## config.mk

```make
export PLATFORM = sky130hd
export DESIGN_NAME = ovc_credit_status
export DESIGN_NICKNAME = d
export VERILOG_FILES = /design/src/rtl/ovc_credit_status_pkg.sv /design/src/rtl/ovc_credit_counter.sv /design/src/rtl/ovc_credit_status.sv
export SDC_FILE = /design/constraint.sdc
export NUM_CORES = 1
export LEC_CHECK = 0
export ABC_AREA = 1
export CAP_MARGIN = 10
export CORE_AREA = 2 2 66 68
export CTS_CLUSTER_SIZE = 25
export DETAILED_ROUTE_END_ITERATION = 6
export DIE_AREA = 0 0 68 70
export PLACE_DENSITY = 0.84
export SYNTH_ARGS = -nofsm -noshare
export SYNTH_HDL_FRONTEND = slang
export SYNTH_SLANG_ARGS = --single-unit
```

## constraint.sdc

```tcl
create_clock -name clk -period 1.2 [get_ports clk]
set_input_delay 0.24 -clock clk [delete_from_list [all_inputs] [get_ports clk]]
set_output_delay 0.24 -clock clk [all_outputs]
set_load 0.005 [all_outputs]
```

## src/rtl/ovc_credit_status_pkg.sv

```systemverilog
// Constants shared by the router blocks: output-VC state encoding and
// the width helper used for the credit counters.
package ovc_credit_status_pkg;

    typedef enum logic {
        VC_IDLE = 1'b0,
        VC_BUSY = 1'b1
    } vc_state_e;

    // Smallest r with 2**r >= n; used to size a counter holding 0..B.
    function automatic int ovc_clog2(input int n);
        int r;
        r = 0;
        for (int k = 0; k < 32; k++) begin
            if ((1 << r) < n) begin
                r = r + 1;
            end
        end
        return r;
    endfunction

endpackage

```

## src/rtl/ovc_credit_counter.sv

```systemverilog
// One downstream credit counter: starts full at B, decrements on a sent
// flit, increments on a returned credit, saturates at 0 and B and pulses
// err_o whenever a saturation would otherwise be crossed.
module ovc_credit_counter
    import ovc_credit_status_pkg::*;
#(
    parameter int B  = 4,
    parameter int CW = 3
) (
    input  logic          clk,
    input  logic          reset,
    input  logic          dec_i,
    input  logic          inc_i,
    output logic [CW-1:0] cnt_o,
    output logic          err_o
);

    localparam logic [CW-1:0] CNT_MAX = CW'(B);

    logic [CW-1:0] cnt_q;
    logic [CW-1:0] cnt_d;
    logic          err;

    // Next count; simultaneous dec and inc cancel out.
    always_comb begin
        cnt_d = cnt_q;
        err   = 1'b0;
        if (dec_i && !inc_i) begin
            if (cnt_q == '0) begin
                err = 1'b1;
            end else begin
                cnt_d = cnt_q - CW'(1);
            end
        end else if (inc_i && !dec_i) begin
            if (cnt_q == CNT_MAX) begin
                err = 1'b1;
            end else begin
                cnt_d = cnt_q + CW'(1);
            end
        end
    end

    // Counter register, reset to a full set of credits.
    always_ff @(posedge clk or posedge reset) begin
        if (reset) begin
            cnt_q <= CNT_MAX;
        end else begin
            cnt_q <= cnt_d;
        end
    end

    assign cnt_o = cnt_q;
    assign err_o = err;

endmodule

```

## src/rtl/ovc_credit_status.sv

```systemverilog
// Per-output-port OVC ownership and credit tracker. All status outputs
// are decoded from registered state only, so every input event shows up
// one cycle later.
module ovc_credit_status
    import ovc_credit_status_pkg::*;
#(
    parameter int V = 4,
    parameter int B = 4
) (
    input  logic                                   clk,
    input  logic                                   reset,
    input  logic [V-1:0]                           ovc_allocated,
    input  logic [V-1:0]                           ovc_released,
    input  logic [V-1:0]                           flit_sent,
    input  logic [V-1:0]                           credit_in,
    output logic [V-1:0]                           ovc_avail,
    output logic [V-1:0]                           ovc_full,
    output logic [V-1:0]                           ovc_nearly_full,
    output logic [V-1:0]                           ovc_empty,
    output logic [V*ovc_clog2(B+1)-1:0]            credit_cnt_all,
    output logic                                   credit_err,
    output logic                                   alloc_err
);

    localparam int CW = ovc_clog2(B + 1);
    localparam logic [CW-1:0] CNT_MAX = CW'(B);

    vc_state_e     state_q [V];
    vc_state_e     state_d [V];
    logic [V-1:0]  vc_alloc_err;
    logic [V-1:0]  cnt_err;
    logic [CW-1:0] cnt [V];
    logic          alloc_multi;
    logic          release_multi;
    logic          credit_err_q, credit_err_d;
    logic          alloc_err_q, alloc_err_d;

    // More than one bit set in a grant vector is a protocol violation.
    assign alloc_multi   = |(ovc_allocated & (ovc_allocated - V'(1)));
    assign release_multi = |(ovc_released & (ovc_released - V'(1)));

    // Per-VC ownership next state plus protocol checks.
    always_comb begin
        vc_alloc_err = '0;
        for (int i = 0; i < V; i++) begin
            state_d[i] = state_q[i];
            case (state_q[i])
                VC_IDLE: begin
                    if (ovc_allocated[i] && !ovc_released[i]) begin
                        state_d[i] = VC_BUSY;
                    end
                    if (!ovc_allocated[i] && (ovc_released[i] || flit_sent[i])) begin
                        vc_alloc_err[i] = 1'b1;
                    end
                end
                VC_BUSY: begin
                    if (ovc_released[i] && !ovc_allocated[i]) begin
                        state_d[i] = VC_IDLE;
                    end
                    if (ovc_allocated[i] && !ovc_released[i]) begin
                        vc_alloc_err[i] = 1'b1;
                    end
                end
                default: state_d[i] = VC_IDLE;
            endcase
        end
    end

    // Sticky error flags accumulate until reset.
    always_comb begin
        credit_err_d = credit_err_q | (|cnt_err);
        alloc_err_d  = alloc_err_q | alloc_multi | release_multi | (|vc_alloc_err);
    end

    // State and flag registers.
    always_ff @(posedge clk or posedge reset) begin
        if (reset) begin
            for (int i = 0; i < V; i++) begin
                state_q[i] <= VC_IDLE;
            end
            credit_err_q <= 1'b0;
            alloc_err_q  <= 1'b0;
        end else begin
            for (int i = 0; i < V; i++) begin
                state_q[i] <= state_d[i];
            end
            credit_err_q <= credit_err_d;
            alloc_err_q  <= alloc_err_d;
        end
    end

    for (genvar g = 0; g < V; g++) begin : g_vc
        ovc_credit_counter #(
            .B  (B),
            .CW (CW)
        ) u_cnt (
            .clk   (clk),
            .reset (reset),
            .dec_i (flit_sent[g]),
            .inc_i (credit_in[g]),
            .cnt_o (cnt[g]),
            .err_o (cnt_err[g])
        );

        assign ovc_avail[g]       = (state_q[g] == VC_IDLE);
        assign ovc_full[g]        = (cnt[g] == '0);
        assign ovc_nearly_full[g] = (cnt[g] <= CW'(1));
        assign ovc_empty[g]       = (state_q[g] == VC_IDLE) && (cnt[g] == CNT_MAX);
        assign credit_cnt_all[g*CW +: CW] = cnt[g];
    end

    assign credit_err = credit_err_q;
    assign alloc_err  = alloc_err_q;

endmodule

```

==> qor.txt, run 1 <==
status: finished, violations left
failing checks: negative setup slack
Yosys top cell by area: dfrtp_1
clock sinks: 18
Filler Cells Inserted: 304
clk slew on worst S/H paths: 80 ps
Synth top area share: 20.9%
pin count of the biggest net entering global routing: 19
number of setup violations in the final report: 30
Setup TNS Final: -4720 ps
highest ir drop seen on vdd: 0.00132 V
top cells by area, synth: dfrtp_1, ha_1, nand2_1
PwrDens: 2180 nW/um2
Max Cap Violations: 0
final hold violations: 0
row count: 24
Placed Cells: 363
Seq cells post-synth: 18
first-pass GRT wire length: 7730 um
DR vias/cell: 4.42
Mean Syn Cell Area: 7.63 um2
vias in the first global route: 1822
Hold Path Class: in -> async
Routed WL per cell: 12.3 um
achievable frequency: 680 MHz
nets@finish: 384
Critical Path Start Type: flop
area of the core: 4140 um2
RSZ-0062 raised after global routing: yes
routability cong.: 0.781
H-tree levels: 1
crit path kind: reg -> out
fin. max-slew vios: 0
initial antenna violation count: 0
Vias: 1744
GRT overflow: 0
Unique masters post-synth: 27
final setup margin: -271 ps
layout cell share with drive strength beyond 1: 53.4%
worst-skew pair later-pin latency: 250 ps
Clock Skew: 4.05 ps
post-layout min period: 1470 ps
dpl hpwl: 3420 um
measured slew at the worst slew-check pin: 283 ps
commonest non-fill, non-tap cells in the layout: nand2_1, buf_6, buf_4
CTS tree: done
Worst Path Arrival: 1230 ps
Chip Width: 68 um
Root Driver: clkbuf_8
Ant. Diodes: 0
multi-input gate area in the final layout: 1300 um2
final wirelength: 4870 um
slew margin rel.: 81.1%
Mapped Area: 1680 um2
Die Ht: 70 um
pre-CTS WS: -413 ps
DIE AREA: 4760 um2
post-route ant nets: 0
P_leak: 1.64 nW
Starting Density: 40.5%
drt first-iter violations: 56
Total Routing Usage GR: 21.2%
CP max FO: 3
post-route DRC violation count: 0
cells after synthesis: 220
io pins: 48
P&R area growth vs syn: 89.2%
commonest non-fill, non-tap cell in the layout: nand2_1
syn_nets: 260
register area share after synthesis: 27.1%
CTS Buffer Depth: 2
fin cells: 395
number of port buffers: 47
WP data required: 960 ps
Crit. End Element: primary output
Synth warnings: 0
Register Area: 455 um2
Tcrit/Tclk final: 123%
first-pass detailed-route iteration total: 4
Num CTS Buffers: 3
-- path summary, 6_finish.rpt --
path                                   startpoint                      to  slack (ps)  cells past startpoint
setup / recovery           g_vc[0].u_cnt.cnt_o[1]      ovc_nearly_full[0]        -270                      6
setup reg to reg           g_vc[3].u_cnt.cnt_o[0]  g_vc[3].u_cnt.cnt_o[0]        -170                      9
min in group clk                       credit_err              credit_err         580                      3
hold reg to reg                        credit_err              credit_err         580                      3
hold / removal                              reset               alloc_err         300                      3
max in group asynchronous                   reset  g_vc[3].u_cnt.cnt_o[2]         690                      3
-- metal layers --
metal	GRT usage, %	part of all wire [%]	vias up
met1	23.3	39	810
met2	41.7	58	29
met3	1.93	2.4	4
li1	-	-	901
met4	4.67	0.74	0
met5	0	0	-
-- layout make-up --
cell class / count / share of cell area (%)
Clock buffer: 4 / 1.73
Inverter: 42 / 5.04
Multi-Input combinational cell: 156 / 40.9
Sequential cell: 18 / 14.3
Tap cell: 52 / 2.05
Timing Repair Buffer: 123 / 35.9
-- power by group --
part	total, mW	internal (mW)	switching [mW]
clock	0.508	0.292	0.216
sequential	1.04	0.867	0.177
combinational	5.37	3.07	2.30
total	6.92	4.23	2.69
-- cells in the mapped netlist (all sizes together) --
cell type	n
nand2	59
inv	41
nor2	35
ha	22
dfrtp	14
xor2	12
nand3	7
a21oi	6
o21ai	5
buf	4
dfstp	4
xnor2	4
nand3b	2
nand4	2
a21boi	1
clkinv	1
nor3	1
-- critical path: stages, from the launching register on --
cell and delay (ps):
dfrtp_1 380, inv_2 70, buf_6 130, ha_4 140
a21oi_2 90, nor2_1 50, buf_2 120
-- through the flow --
step	total power [mW]	util (%)	hold WS, ps	area, um2
after floorplan	2.98	-	176	1710
after global placement	4.73	62.2	571	2580
after detailed placement	4.89	62.2	577	2580
after CTS	6.49	72.6	298	3010
after global routing	7.46	76.7	317	3180
final	6.92	76.7	298	3180
-- flip-flops by register name (all words and copies together), names as in the netlist --
signal            cells
alloc_err             1
credit_err            1
g_vc.u_cnt.cnt_o     12
state_q               4
-- logic make-up (layout without fill, tap and decap cells) --
family | after synthesis | in the layout | synth area share [%]
AO/OA/AOI/OAI | 12 | 12 | 3.73
XOR/XNOR | 16 | 16 | 9.24
AND/OR/NAND/NOR | 106 | 106 | 31.9
flip-flops | 18 | 18 | 27.1
buffers and inverters | 46 | 169 | 11.6
adder cells (fa/ha/maj) | 22 | 22 | 16.4
-- what timing repair did --
action                     in CTS  in global routing
setup endpoints to repair      43                 39
pin swaps                      31                 44
hold buffers                    0                  0
resized for setup             164                 48
buffers inserted               26                  9
Note: power is estimated with default switching activity, not from simulation.
==> inputs of run 2 (changes only) <==
--- a/config.mk
+++ b/config.mk
@@ -7,11 +7,12 @@
 export LEC_CHECK = 0
 export ABC_AREA = 1
 export CAP_MARGIN = 10
-export CORE_AREA = 2 2 66 68
+export CORE_AREA = 2 2 62 64
 export CTS_CLUSTER_SIZE = 25
 export DETAILED_ROUTE_END_ITERATION = 6
-export DIE_AREA = 0 0 68 70
-export PLACE_DENSITY = 0.84
+export DIE_AREA = 0 0 64 66
+export PLACE_DENSITY = 0.86
 export SYNTH_ARGS = -nofsm -noshare
 export SYNTH_HDL_FRONTEND = slang
+export SYNTH_HIERARCHICAL = 1
 export SYNTH_SLANG_ARGS = --single-unit
==> run 2 against run 1 <==
Effect of this change: the flow still finishes with violations (negative setup slack); clock power is 25% lower; routed wire length is 11% higher; largest power group unchanged; final area is 7.3% lower; global-route usage is 1.9 points higher; register-to-register slack worse by 50 ps.
==> qor.txt, run 2 <==
status: finished, violations left (unchanged)
failing checks: negative setup slack (unchanged)
top cells by area, synth: dfrtp_1, nand2_1, inv_1 (was dfrtp_1, ha_1, nand2_1)
cells after synthesis: 222 (was 220)
most used flip-flop cell after synthesis: dfrtp_1 (unchanged)
chain of cells forming the critical path: buf_6 > nand2_2 > nor3_2 > buf_2 (was inv_2 > buf_6 > ha_4 > a21oi_2 > nor2_1 > buf_2)
layout cell share with drive strength beyond 1: 55.7% (was 53.4%)
Hold Path Class: in -> async (unchanged)
Tot Pwr: 6.09 mW (was 6.92 mW)
DIE AREA: 4220 um2 (was 4760 um2)
RSZ-0062 raised after global routing: yes (unchanged)
CP max FO: 2 (was 3)
Clock Skew: 6.81 ps (was 4.05 ps)
Met2 Wirelength: 3130 um (was 2820 um)
DR vias/cell: 4.69 (was 4.42)
post-route ant nets: 0 (unchanged)
first-pass detailed-route iteration total: 4 (unchanged)
number of setup violations in the final report: 31 (was 30)
worst-skew pair later-pin latency: 300 ps (was 250 ps)
top routing layer used: met4 (unchanged)
Vias: 1877 (was 1744)
Tcrit/Tclk final: 127% (was 123%)
measured slew at the worst slew-check pin: 294 ps (was 283 ps)
Final Core Density: 82.9% (was 76.7%)
Yosys top cell by area: dfrtp_1 (unchanged)
highest-delay cell along the critical path: dfstp_2 (was dfrtp_1)
row count: 22 (was 24)
Critical Path Start Type: flop (unchanged)
PwrDens: 2070 nW/um2 (was 2180 nW/um2)
Synth warnings: 6 (was 0)
P&R area growth vs syn: 102% (was 89.2%)
post-route DRC violation count: 0 (unchanged)
Worst Path Buf+Inv: 2 (was 3)
Synth top area share: 24.0% (was 20.9%)
fin. max-slew vios: 0 (unchanged)
Unique masters post-synth: 18 (was 27)
final setup margin: -325 ps (was -271 ps)
GRT overflow: 0 (unchanged)
dpl hpwl: 3050 um (was 3420 um)
nets@finish: 383 (was 384)
fin cells: 400 (was 395)
CTS tree: done (unchanged)
Num CTS Buffers: 3 (unchanged)
Commonest cells post-synth: nand2_1, inv_1, nor2_1 (unchanged)
max reg flops: 12 (unchanged)
CP peak stage delay: 560 ps (was 380 ps)
Total Routing Usage GR: 23.1% (was 21.2%)
Post-synth EDFFs: 0 (unchanged)
Ant. Diodes: 0 (unchanged)
register area share after synthesis: 31.2% (was 27.1%)
commonest non-fill, non-tap cells in the layout: buf_6, nand2_1, buf_4 (was nand2_1, buf_6, buf_4)
area of the core: 3550 um2 (was 4140 um2)
# hold bufs at CTS: 0 (unchanged)
H-tree levels: 1 (unchanged)
syn_nets: 252 (was 260)
vias in the first global route: 1823 (was 1822)
clk slew on worst S/H paths: 110 ps (was 80 ps)
post-layout min period: 1530 ps (was 1470 ps)
initial antenna violation count: 0 (unchanged)
met1 WL: 2010 um (was 1900 um)
WP data required: 960 ps (about the same)
Worst Path Arrival: 1290 ps (was 1230 ps)
Max Cap Violations: 0 (unchanged)
drt first-iter violations: 93 (was 56)
first-pass GRT wire length: 7580 um (was 7730 um)
Seq cells post-synth: 18 (unchanged)
Async SR Flop Fraction: 100% (unchanged)
Routed WL per cell: 13.5 um (was 12.3 um)
pre-CTS WS: -504 ps (was -413 ps)
met3 WL: 183 um (was 118 um)
pin count of the biggest net entering global routing: 11 (was 19)
Mapped Area: 1460 um2 (was 1680 um2)
Chip Width: 64 um (was 68 um)
Placed Cells: 365 (was 363)
CTS Buffer Depth: 2 (unchanged)
Setup TNS Final: -5080 ps (was -4720 ps)
number of port buffers: 47 (unchanged)
Die Ht: 66 um (was 70 um)
highest ir drop seen on vdd: 0.00127 V (was 0.00132 V)
commonest non-fill, non-tap cell in the layout: buf_6 (was nand2_1)
final hold violations: 0 (unchanged)
clock sinks: 18 (unchanged)
crit path kind: reg -> out (unchanged)
count leader, synth: nand2_1 (unchanged)
Mean Syn Cell Area: 6.58 um2 (was 7.63 um2)
P_leak: 1.63 nW (was 1.64 nW)
final wirelength: 5410 um (was 4870 um)
family with the most delay on the worst path: flip-flops (unchanged)
slew margin rel.: 80.3% (was 81.1%)
achievable frequency: 656 MHz (was 680 MHz)
io pins: 48 (unchanged)
Starting Density: 41.1% (was 40.5%)
Crit. End Element: primary output (unchanged)
Root Driver: clkbuf_4 (was clkbuf_8)
routability cong.: 0.950 (was 0.781)
## run 2: changes by cell type after synthesis, moves of 6 or more
| cell | change |
|---|---|
| ha_1 | -14 |
| xor2_1 | -10 |
| nor2_1 | +8 |
| nor2_4 | -6 |
| inv_1 | +7 |
| nor3_1 | +8 |
| nand2_1 | +13 |
## run 2: power breakdown
| group | internal (mW) | switching (mW) |
|---|---|---|
| sequential | 0.869 | 0.189 |
| clock | 0.185 | 0.195 |
| combinational | 2.54 | 2.12 |
## run 2: layout make-up
type	count	area (um2)
fill	189	606
clock buffer	4	36.3
sequential	18	455
tap	48	60.1
timing repair buffer	126	1160
multi-input combinational	153	1030
inverter	51	204
## run 2: repair_timing
item,4_1_cts,5_1_grt
endpoints found under the hold margin,0,0
setup endpoints to repair,43,43
gates resized for setup,181,74
setup buffers,29,11
pin swaps,25,24
## run 2: logic make-up after synthesis
group / Yosys count / synth area share (%)
simple gates: 131 / 39.6
buf+inv: 51 / 13.1
flops: 18 / 31.2
fa+ha+maj: 12 / 12.3
compound gates: 10 / 3.77
## run 2: stage by stage
step	area, um2	hold WS (ps)
after floorplan	1460	-7.08
after global routing	2950	277
after detailed placement	2350	471
final	2950	311
after global placement	2350	465
after CTS	2670	288
## run 2: layer usage
metal  global-route usage (%)  vias to the layer above
met3                     3.58                        8
met5                        0                        -
li1                         -                      916
met1                     23.0                      901
met2                     47.3                       52
met4                     8.42                        0
## run 2: worst register-to-register path: stages, from the launching register on
cell	delay, ps
dfrtp_1	430
buf_6	150
buf_6	120
inv_2	50
fa_2	410
o21ai_1	180
## run 2: worst paths after layout
path / start / end / slack [ps] / cells past startpoint
max in group asynchronous: reset / state_q[3] / 580 / 2
max: g_vc[0].u_cnt/cnt_o[2] / ovc_empty[0] / -330 / 4
min: reset / g_vc[1].u_cnt/cnt_o[1] / 310 / 2
min in group clk: ovc_released[1] / state_q[2] / 310 / 2
max reg2reg: g_vc[0].u_cnt/cnt_o[1] / g_vc[0].u_cnt/cnt_o[1] / -220 / 5
min reg2reg: credit_err / credit_err / 660 / 4
==> inputs of run 3 (changes only) <==
--- a/config.mk
+++ b/config.mk
@@ -11,7 +11,7 @@
 export CTS_CLUSTER_SIZE = 25
 export DETAILED_ROUTE_END_ITERATION = 6
 export DIE_AREA = 0 0 64 66
-export PLACE_DENSITY = 0.86
+export PLACE_DENSITY = 0.74
 export SYNTH_ARGS = -nofsm -noshare
 export SYNTH_HDL_FRONTEND = slang
 export SYNTH_HIERARCHICAL = 1
==> run 3 against run 2 <==
Effect of this change: the flow still finishes with violations (negative setup slack); combinational power down 1%; clock power grew 4%; worst hold slack lost 44 ps; sequential share of layout area barely moved; count of clock-buffer cells in the layout unchanged; final area is 0.30% lower; first-iteration DRC count shrank 15%.
==> qor.txt, run 3 (synthesized netlist as in run 2, its figures left out) <==
P&R area growth vs syn: 101% (was 102%)
CP peak stage delay: 560 ps (about the same)
worst-skew pair later-pin latency: 310 ps (was 300 ps)
Root Driver: clkbuf_4 (unchanged)
failing checks: negative setup slack (unchanged)
post-route ant nets: 0 (unchanged)
status: finished, violations left (unchanged)
H-tree levels: 1 (unchanged)
final wirelength: 4890 um (was 5410 um)
io pins: 48 (unchanged)
initial antenna violation count: 0 (unchanged)
Clock Skew: 1.86 ps (was 6.81 ps)
first-pass detailed-route iteration total: 4 (unchanged)
fin cells: 400 (unchanged)
WP data required: 960 ps (about the same)
number of port buffers: 47 (unchanged)
chain of cells forming the critical path: buf_6 > nand2_1 > nor3_1 > buf_2 (was buf_6 > nand2_2 > nor3_2 > buf_2)
Hold Path Class: in -> async (unchanged)
PwrDens: 2060 nW/um2 (was 2070 nW/um2)
routability cong.: 0.906 (was 0.950)
Tcrit/Tclk final: 126% (was 127%)
Max Cap Violations: 0 (unchanged)
vias in the first global route: 1713 (was 1823)
post-layout min period: 1520 ps (was 1530 ps)
commonest non-fill, non-tap cells in the layout: nand2_1, buf_6, buf_4 (was buf_6, nand2_1, buf_4)
Worst Path Buf+Inv: 2 (unchanged)
achievable frequency: 660 MHz (was 656 MHz)
reg2reg start: g_vc[0].u_cnt/cnt_o[2] (was g_vc[0].u_cnt/cnt_o[1])
DIE AREA: 4220 um2 (unchanged)
Vias: 1855 (was 1877)
routing usage on met1: 23.8% (was 23.0%)
clock sinks: 18 (unchanged)
M2 GR Usage: 40.4% (was 47.3%)
row count: 22 (unchanged)
commonest non-fill, non-tap cell in the layout: nand2_1 (was buf_6)
clk slew on worst S/H paths: 100 ps (was 110 ps)
family with the most delay on the worst path: flip-flops (unchanged)
layout cell share with drive strength beyond 1: 54.3% (was 55.7%)
CP max FO: 2 (unchanged)
dpl hpwl: 3000 um (was 3050 um)
Num CTS Buffers: 3 (unchanged)
highest-delay cell along the critical path: dfstp_2 (unchanged)
Setup TNS Final: -5750 ps (was -5080 ps)
Filler Cells Inserted: 224 (was 189)
pre-CTS WS: -551 ps (was -504 ps)
DR vias/cell: 4.64 (was 4.69)
Total Routing Usage GR: 21.6% (was 23.1%)
hold slack: 267 ps (was 311 ps)
final hold violations: 0 (unchanged)
Routed WL per cell: 12.2 um (was 13.5 um)
Starting Density: 41.1% (unchanged)
met3 Track Usage GR: 3.58% (unchanged)
Worst Path Arrival: 1280 ps (was 1290 ps)
Worst R2R Setup Slack: -190 ps (was -220 ps)
first-pass GRT wire length: 7070 um (was 7580 um)
Ant. Diodes: 0 (unchanged)
Chip Width: 64 um (unchanged)
Reg2Reg Depth: 10 (was 5)
max reg flops: 12 (unchanged)
highest ir drop seen on vdd: 0.00127 V (about the same)
R2R Path End: g_vc[0].u_cnt/cnt_o[0] (was g_vc[0].u_cnt/cnt_o[1])
GRT overflow: 0 (unchanged)
fin. max-slew vios: 0 (unchanged)
number of setup violations in the final report: 34 (was 31)
Die Ht: 66 um (unchanged)
RSZ-0062 raised after global routing: yes (unchanged)
Crit. End Element: primary output (unchanged)
CTS Buffer Depth: 2 (unchanged)
Placed Cells: 363 (was 365)
P_leak: 1.60 nW (was 1.63 nW)
final setup margin: -316 ps (was -325 ps)
drt first-iter violations: 79 (was 93)
slew margin rel.: 80.9% (was 80.3%)
crit path kind: reg -> out (unchanged)
nets@finish: 383 (unchanged)
pin count of the biggest net entering global routing: 11 (unchanged)
area of the core: 3550 um2 (unchanged)
GRT Max-Usage Layer: met2 (unchanged)
measured slew at the worst slew-check pin: 286 ps (was 294 ps)
post-route DRC violation count: 0 (unchanged)
Final Core Density: 82.7% (was 82.9%)
Critical Path Start Type: flop (unchanged)
CTS tree: done (unchanged)
run 3: how the worst max path moves through the flow:
stage,start,end,slack [ps],depth (start not counted)
floorplan,g_vc[2].u_cnt/cnt_o[0],g_vc[2].u_cnt/cnt_o[2],3,6
global placement,flit_sent[1],g_vc[1].u_cnt/cnt_o[2],-480,8
detailed placement,credit_in[3],g_vc[3].u_cnt/cnt_o[2],-550,10
CTS,g_vc[0].u_cnt/cnt_o[2],credit_cnt_all[2],-300,3
global route,g_vc[0].u_cnt/cnt_o[2],ovc_empty[0],-340,4
finish,g_vc[0].u_cnt/cnt_o[2],ovc_empty[0],-320,4
run 3: timing repair:
action	in CTS	in global routing
buffers inserted	32	11
gates resized for setup	185	62
endpoints found under the setup margin	43	41
pin swaps	21	26
hold buffers	0	0
run 3: metal layers:
layer | vias to the layer above | share of wire [%] | wire, um
met5 | - | 0 | 0
met4 | 0 | 3.0 | 149
met3 | 15 | 5.7 | 280
met2 | 68 | 53 | 2620
met1 | 844 | 38 | 1840
li1 | 928 | - | -
run 3: area by class of cell:
type | instances | area [um2] | share of cell area, %
clock buffers | 4 | 36.3 | 1.24
inverters | 51 | 206 | 7.03
multi-input cells | 153 | 1020 | 34.8
flip-flops and latches | 18 | 455 | 15.5
well taps | 48 | 60.1 | 2.05
repair buffers | 126 | 1160 | 39.4
run 3: where the power goes:
part           switching (mW)  internal [mW]
combinational            2.03           2.57
clock                   0.210          0.186
sequential              0.185          0.869
run 3: metrics by stage:
| step | power (mW) | area (um2) |
|---|---|---|
| after CTS | 5.25 | 2690 |
| after detailed placement | 4.04 | 2340 |
| after global placement | 3.94 | 2340 |
| after floorplan | 2.32 | 1460 |
| after global routing | 6.44 | 2940 |
| final | 6.05 | 2940 |
run 3: worst reg2reg max path, stage by stage (launching register included):
cell,delay [ps]
dfstp_2,560
buf_6,90
buf_4,100
buf_6,120
inv_4,40
nand2_4,80
nand3_4,80
nand2_4,100
inv_2,40
nand2_1,50
nand2_1,40
